## config.mk

```make
export PLATFORM = sky130hd
export DESIGN_NAME = msrv32_bus_arbiter
export DESIGN_NICKNAME = d
export VERILOG_FILES = /design/src/rtl/msrv32_bus_arbiter.sv
export SDC_FILE = /design/constraint.sdc
export NUM_CORES = 1
export LEC_CHECK = 0
export CAP_MARGIN = 0
export CORE_AREA = 2 2 119 121
export DETAILED_ROUTE_END_ITERATION = 8
export DIE_AREA = 0 0 121 123
export HOLD_SLACK_MARGIN = 0.03
export SKIP_LAST_GASP = 1
export SLEW_MARGIN = 25
export SYNTH_ARGS = -nofsm -noshare
export SYNTH_HDL_FRONTEND = slang
export SYNTH_SLANG_ARGS = --single-unit
export TNS_END_PERCENT = 20
```

## constraint.sdc

```tcl
create_clock -name ms_riscv32_mp_clk_in -period 3.4 [get_ports ms_riscv32_mp_clk_in]
set_input_delay 0.68 -clock ms_riscv32_mp_clk_in [delete_from_list [all_inputs] [get_ports ms_riscv32_mp_clk_in]]
set_output_delay 0.68 -clock ms_riscv32_mp_clk_in [all_outputs]
set_load 0.01 [all_outputs]
```

## src/rtl/msrv32_bus_arbiter.sv

```systemverilog
// msrv32_bus_arbiter: shares one AHB-Lite-style master port between the
// instruction-fetch and load/store requesters of the msrv32 core.
//
// Ports
//   ms_riscv32_mp_clk_in / ms_riscv32_mp_rst_in : clock, sync active-high reset
//   i_req_in, i_addr_in                        : fetch request (held until ready)
//   i_ready_out, i_rdata_out, i_err_out        : fetch completion pulse, data, error
//   d_req_in, d_wr_in, d_addr_in,
//   d_wmask_in, d_wdata_in                     : load/store request (held until ready)
//   d_ready_out, d_rdata_out, d_err_out        : data completion pulse, data, error
//   haddr_out, htrans_out, hwrite_out,
//   hwmask_out, hwdata_out                     : bus master outputs
//   hready_in, hrdata_in, hresp_in             : bus slave responses
//   grant_data_out                             : last grant went to the data side
//   stall_cycles_out                           : wait-state counter
//
// Optional: define MSRV32_ARB_PERF_EN to build the wait-state counter;
// otherwise stall_cycles_out is tied to zero.

module msrv32_bus_arbiter #(
    parameter int         STARVE_LIMIT  = 4,
    parameter logic [1:0] HTRANS_IDLE   = 2'b00,
    parameter logic [1:0] HTRANS_NONSEQ = 2'b10
) (
    input  logic        ms_riscv32_mp_clk_in,
    input  logic        ms_riscv32_mp_rst_in,
    input  logic        i_req_in,
    input  logic [31:0] i_addr_in,
    output logic        i_ready_out,
    output logic [31:0] i_rdata_out,
    output logic        i_err_out,
    input  logic        d_req_in,
    input  logic        d_wr_in,
    input  logic [31:0] d_addr_in,
    input  logic [3:0]  d_wmask_in,
    input  logic [31:0] d_wdata_in,
    output logic        d_ready_out,
    output logic [31:0] d_rdata_out,
    output logic        d_err_out,
    output logic [31:0] haddr_out,
    output logic [1:0]  htrans_out,
    output logic        hwrite_out,
    output logic [3:0]  hwmask_out,
    output logic [31:0] hwdata_out,
    input  logic        hready_in,
    input  logic [31:0] hrdata_in,
    input  logic        hresp_in,
    output logic        grant_data_out,
    output logic [31:0] stall_cycles_out
);

    localparam logic [3:0] LIMIT = 4'(STARVE_LIMIT);

    typedef enum logic [1:0] {
        IDLE  = 2'd0,
        DPH_I = 2'd1,
        DPH_D = 2'd2
    } state_t;

    state_t      state;
    logic [3:0]  starve_cnt;
    logic [31:0] hwdata_q;
    logic        grant_data_q;

    logic bus_free;
    logic cmp_i;
    logic cmp_d;
    logic elig_i;
    logic elig_d;
    logic gnt_i;
    logic gnt_d;

    // Reset suppresses every combinational effect so an abandoned transfer
    // produces neither a completion pulse nor a new address phase.
    always_comb begin
        bus_free = !ms_riscv32_mp_rst_in &&
                   ((state == IDLE) || hready_in);
        cmp_i    = !ms_riscv32_mp_rst_in &&
                   (state == DPH_I) && hready_in;
        cmp_d    = !ms_riscv32_mp_rst_in &&
                   (state == DPH_D) && hready_in;
        // A completing requester is only eligible again next cycle.
        elig_i   = i_req_in && !cmp_i;
        elig_d   = d_req_in && !cmp_d;
        gnt_i    = 1'b0;
        gnt_d    = 1'b0;
        if (bus_free) begin
            if (elig_i && elig_d) begin
                if (starve_cnt == LIMIT) begin
                    gnt_i = 1'b1;
                end else begin
                    gnt_d = 1'b1;
                end
            end else begin
                gnt_i = elig_i;
                gnt_d = elig_d;
            end
        end
    end

    always_comb begin
        haddr_out  = 32'h0;
        htrans_out = HTRANS_IDLE;
        hwrite_out = 1'b0;
        hwmask_out = 4'h0;
        unique case (1'b1)
            gnt_i: begin
                haddr_out  = i_addr_in;
                htrans_out = HTRANS_NONSEQ;
            end
            gnt_d: begin
                haddr_out  = d_addr_in;
                htrans_out = HTRANS_NONSEQ;
                hwrite_out = d_wr_in;
                hwmask_out = d_wr_in ? d_wmask_in : 4'h0;
            end
            default: ;
        endcase
    end

    assign i_ready_out    = cmp_i;
    assign i_rdata_out    = cmp_i ? hrdata_in : 32'h0;
    assign i_err_out      = cmp_i && hresp_in;
    assign d_ready_out    = cmp_d;
    assign d_rdata_out    = cmp_d ? hrdata_in : 32'h0;
    assign d_err_out      = cmp_d && hresp_in;
    assign hwdata_out     = hwdata_q;
    assign grant_data_out = grant_data_q;

    always_ff @(posedge ms_riscv32_mp_clk_in) begin
        if (ms_riscv32_mp_rst_in) begin
            state        <= IDLE;
            starve_cnt   <= 4'h0;
            hwdata_q     <= 32'h0;
            grant_data_q <= 1'b0;
        end else begin
            if (gnt_i) begin
                state        <= DPH_I;
                grant_data_q <= 1'b0;
            end else if (gnt_d) begin
                state        <= DPH_D;
                grant_data_q <= 1'b1;
            end else if (bus_free) begin
                state <= IDLE;
            end

            // Store data lives exactly as long as its data phase.
            if (gnt_d && d_wr_in) begin
                hwdata_q <= d_wdata_in;
            end else if (bus_free) begin
                hwdata_q <= 32'h0;
            end

            if (gnt_d && i_req_in) begin
                if (starve_cnt != LIMIT) begin
                    starve_cnt <= starve_cnt + 4'h1;
                end
            end else if (gnt_i || !i_req_in) begin
                starve_cnt <= 4'h0;
            end
        end
    end

`ifdef MSRV32_ARB_PERF_EN
    logic [31:0] stall_q;

    always_ff @(posedge ms_riscv32_mp_clk_in) begin
        if (ms_riscv32_mp_rst_in) begin
            stall_q <= 32'h0;
        end else if ((state != IDLE) && !hready_in) begin
            stall_q <= stall_q + 32'h1;
        end
    end

    assign stall_cycles_out = stall_q;
`else
    assign stall_cycles_out = 32'h0;
`endif

endmodule

```

**Yosys cells after proc, flatten, opt, wreduce, memory -nomap -nowiden**

Index checks and enable logic that the tools add are counted.

- Bits in registers: 39
- Bits of input ports: 139

- Add/subtract/negate cells: 1
- Eq/ne operators: 5
- Muxes and demuxes: 21
- Reductions and logical operators: 26

Operator list:

| cell | count |
|---|---|
| 32-bit 2-to-1 mux | 4 |
| 32-bit case mux with 2 select lines | 1 |
| 4-bit 2-to-1 mux | 5 |
| 1-bit logical AND | 12 |
| 1-bit 2-to-1 mux | 8 |
| 2-bit 2-to-1 mux | 3 |
| 2-bit nonzero test | 3 |
| 4-bit by 1-bit adder with 4-bit output, second input constant | 1 |
| 4-bit by 3-bit equality test with 1-bit output, second input constant | 1 |
| 1-bit logical NOT | 4 |
| 4-bit by 3-bit != test with 1-bit output, second input constant | 1 |
| 2-bit OR reduction | 2 |
| 3-bit nonzero test | 1 |
| 2-bit by 1-bit equality test with 1-bit output, second input constant | 1 |
| 2-bit equality test, second input constant | 1 |
| 2-bit logical NOT | 1 |
| 1-bit logical OR | 2 |
| 2-bit by 1-bit != test with 1-bit output, second input constant | 1 |
| 2-bit AND reduction | 1 |

**Depth between registers and ports, before layout**

- Depth in word-level cells: 11
- Gate-level depth with buffers: 7
- Depth with buffers taken out: 6

**Least setup slack after synthesis**

No wires, ideal clock.

- Kind: input to output
- From: input port ms_riscv32_mp_rst_in
- To: output port hwmask_out[0]
- Arrival time: 1968 ps
- Slack: 752 ps
- Stages: 6
- Path buffers: 2
- Cells stage by stage: buf_6 and4bb_2 nor3b_2 nor3b_4 buf_6 and2_1

- Longest elaborated chain between the ends: 9

Ends and longest elaborated chain:

| what | line | source |
|---|---|---|
| from (decl) | 26 | `input logic ms_riscv32_mp_rst_in,` |
| 1-bit logical NOT * | 76, 78, 80 |  |
| 1-bit logical AND, on equally long branches | 78, 80 |  |
| 1-bit logical AND, on equally long branches | 79, 81 |  |
| 1-bit logical NOT, on equally long branches | 83, 84 |  |
| 1-bit logical AND, on equally long branches | 83, 84 |  |
| 1-bit logical AND | 88 | `if (elig_i && elig_d) begin` |
| 1-bit 2-to-1 mux | 88 |  |
| 1-bit 2-to-1 mux * | 87 | `if (bus_free) begin` |
| 4-bit 2-to-1 mux * | 106 | `unique case (1'b1)` |
| to (decl) | 43 | `output logic [3:0] hwmask_out,` |

Every way passes the cells marked *; elsewhere a longest branch is shown, timed or not.

**Worst setup path after layout**

- From: input port hready_in
- To: output port haddr_out[11]

- Longest elaborated chain between the ends: 7

Ends and longest elaborated chain:

| what | line | source |
|---|---|---|
| from (decl) | 45 | `input logic hready_in,` |
| 1-bit logical AND, on equally long branches | 79, 81 |  |
| 1-bit logical NOT, on equally long branches | 83, 84 |  |
| 1-bit logical AND, on equally long branches | 83, 84 |  |
| 1-bit logical AND | 88 |  |
| 1-bit 2-to-1 mux | 88 |  |
| 1-bit 2-to-1 mux | 87 |  |
| 32-bit case mux with 2 select lines * | 106 |  |
| to (decl) | 40 | `output logic [31:0] haddr_out,` |

Marked as above.

==> impl_metrics.json <==
{
  "dp_slack_ps": -73.97,
  "dieWidth_um": 121,
  "final.setup.tns_ps": 0,
  "max_stage_delay_ps": 560,
  "gp_congestion": 0.8326,
  "cts_buffers": 5,
  "clk_pin_slew_ps": 60,
  "hp-class": "register to register",
  "dpl_cell_area_um2": 5451,
  "drc_errors": 0,
  "setup_viol": 0,
  "drt_wl_total_mm": 10.95,
  "regArea_um2": 780.7,
  "synth_area_um2": 2484,
  "synthMuxAreaShare_pct": 0.4534,
  "cp_common_cell": "clkdlybuf4s50_1",
  "power.density_nw_per_um2": 262.4,
  "clockBufferDepth": 2,
  "relSlewSlack_pct": 65.93,
  "drv_slew": 0,
  "vias": 3075,
  "ys_ff_latch": 39,
  "dp_cells": 734,
  "worst-path-max-fanout": 16,
  "grt_pass1_wl_mm": 15.53,
  "synth_top_family_by_area": "compound AO/OA/AOI/OAI gates",
  "fmax_ghz": 0.2942,
  "overflow": 0,
  "finalCriticalPeriod_ps": 3399,
  "status": "completed",
  "path_buf_inv": 3,
  "cp_slowest_cell": "clkdlybuf4s50_1",
  "die-height_um": 123,
  "synth_compound_area_share_pct": 26.35,
  "yosysWarnings": 0,
  "netlist-cell-type-count": 34,
  "max_cap_viol_count": 0,
  "path_class": "primary input to output port",
  "finalClockSkew_ps": 5.648,
  "rows": 43,
  "synth_top_area_share_pct": 31.44,
  "path_cells": "clkdlybuf4s50_1, nand2b_1, o31ai_2, o31ai_4, buf_12, a22o_1, clkdlybuf4s50_1",
  "clock-sinks": 39,
  "final_cell_area_um2": 5677,
  "cp.arrival_ps": 2720,
  "viasPerCell": 4.133,
  "clock_latency_ps": 280,
  "p_leak_nw": 2.280,
  "final_cells": 744,
  "synth_edf_count": 0,
  "m1WireLength_mm": 4.572,
  "async_flop_share_pct": 0,
  "wl_met2_mm": 5.339,
  "port_buffers": 277,
  "coreArea_um2": 13610,
  "wl_per_cell_um": 14.72,
  "syn-instance-count": 278,
  "multiInputGateArea_um2": 1486,
  "vdd_ir_drop_max_uv": 169.8,
  "ant_nets": 0,
  "ys_seq_area_share_pct": 31.44,
  "worst_slew_pin_slew_ps": 507.1,
  "yosys.area_share.xor_xnor_pct": 0.3526,
  "layout-drive-gt1-share_pct": 7.092,
  "yosysTopAreaCell": "dfxtp_1",
  "hpwl_mm": 8.721,
  "yosys.area_share.simple_pct": 25.29,
  "rsz0062_at_grt": "true",
  "path_delay_family": "buffers and inverters",
  "power_mw": 1.489,
  "startpoint_type": "primary input",
  "final_nets": 704,
  "first_pass_iters": 4,
  "num_antenna_cells": 0,
  "grt_pass1_vias": 3000,
  "cts_tree": "done",
  "top_layer": "met4",
  "antenna_found_initial": 0,
  "grtUsageTotal_pct": 12.90,
  "clockRootBuffer": "clkbuf_16",
  "dieArea_um2": 14880,
  "crit_path_end_kind": "output port",
  "fin_ws_ps": 1.279,
  "synth_area_leaders": "dfxtp_1 (31%), a22o_1 (23%), and2_1 (18%)",
  "utilization_pct": 41.70,
  "timing.final.hold_violations": 0,
  "ctsHoldBuffers": 0,
  "required_ps": 2720,
  "syn_to_final_growth_pct": 128.6,
  "grt_max_degree": 35,
  "n_fill_cell": 1312,
  "drt_iter0_markers": 87,
  "htreeDepth": 2,
  "whs_ps": 473.8,
  "synth.avg_cell_area_um2": 8.934,
  "io_pins": 311,
  "initial_core_util_pct": 18.25,
  "route.met3.wl_um": 834,
  "synth_ff_type": "dfxtp_1",
  "post-route-period-util_pct": 99.96,
  "synth_adder_area_share_pct": 1.008
}
[registers in the layout, summed over array words and instances (netlist names)]
name	count
grant_data_out	1
hwdata_out	32
starve_cnt	4
state	2
[synthesized netlist by cell type (2+ instances only)]
master,number
nor2b_1,3
dfxtp_1,39
a22o_1,66
inv_1,4
nor3_1,3
nand2_1,7
buf_6,4
nand2b_1,2
and2_1,71
nor2_1,4
nand3_1,3
clkbuf_1,9
a21oi_1,3
o31ai_1,2
buf_2,6
ha_1,2
buf_4,33
[worst paths after layout]
| check | startpoint | endpoint | slack [ps] | cells after the start |
|---|---|---|---|---|
| min reg2reg | hwdata_out[28] | hwdata_out[28] | 470 | 1 |
| max reg2reg | starve_cnt[0] | hwdata_out[24] | 1290 | 9 |
| max | hready_in | haddr_out[11] | 1 | 7 |
| min | hwdata_out[28] | hwdata_out[28] | 470 | 1 |
[cell type report]
class                           instances  share of cell area (%)
Clock inverter                          2                  0.6833
Tap cell                              180                   3.967
Multi-Input combinational cell        215                   26.18
Inverter                                4                  0.2645
Timing Repair Buffer                  298                   52.70
Sequential cell                        39                   13.75
Clock buffer                            6                   2.447
[placed cells by master (no fill, tap or decap), types with 2 or more instances in the layout]
master | netlist | layout
a21oi_1 | 3 | 3
a22o_1 | 66 | 66
and2_1 | 71 | 71
buf_12 | 0 | 3
buf_4 | 33 | 17
clkbuf_16 | 0 | 6
clkdlybuf4s50_1 | 0 | 273
conb_1 | 1 | 33
dfxtp_1 | 39 | 39
dlymetal6s2s_1 | 0 | 3
ha_1 | 2 | 2
inv_1 | 4 | 4
nand2_1 | 7 | 7
nand2b_1 | 2 | 2
nand3_1 | 3 | 3
nor2_1 | 4 | 3
nor2b_1 | 3 | 3
nor3_2 | 0 | 2
[where the power goes]
part / switching (mW) / internal [mW]
Sequential: 0.0100 / 0.472
Clock: 0.188 / 0.369
Combinational: 0.159 / 0.291
Total: 0.358 / 1.13
[cell families after synthesis]
| family | Yosys count |
|---|---|
| flip-flops | 39 |
| buffers and inverters | 56 |
| multiplexers | 1 |
| AND/OR/NAND/NOR | 101 |
| XOR/XNOR | 1 |
| other | 1 |
| adder cells (fa/ha/maj) | 2 |
| AO/OA/AOI/OAI | 77 |
[routing by layer]
| metal | up-vias | GRT usage, % |
|---|---|---|
| li1 | 1494 | - |
| met1 | 1410 | 16.41 |
| met2 | 156 | 21.45 |
| met3 | 15 | 3.183 |
| met4 | 0 | 4.070 |
| met5 | - | 0 |
[worst register-to-register path: stages, from the launching register on]
cell	delay, ps
dfxtp_1	350
inv_1	70
ha_1	200
nand3b_1	190
nor3b_2	100
buf_4	150
nor3b_4	310
buf_4	180
buf_4	280
a22o_1	220
[repair_timing]
action / CTS / global route
gates resized for setup: 2 / 4
pin swaps: 1 / 1
buffers inserted: 1 / 0
cloned: 0 / 1
endpoints found under the setup margin: 33 / 68
Power figures use the tool's default switching activity.
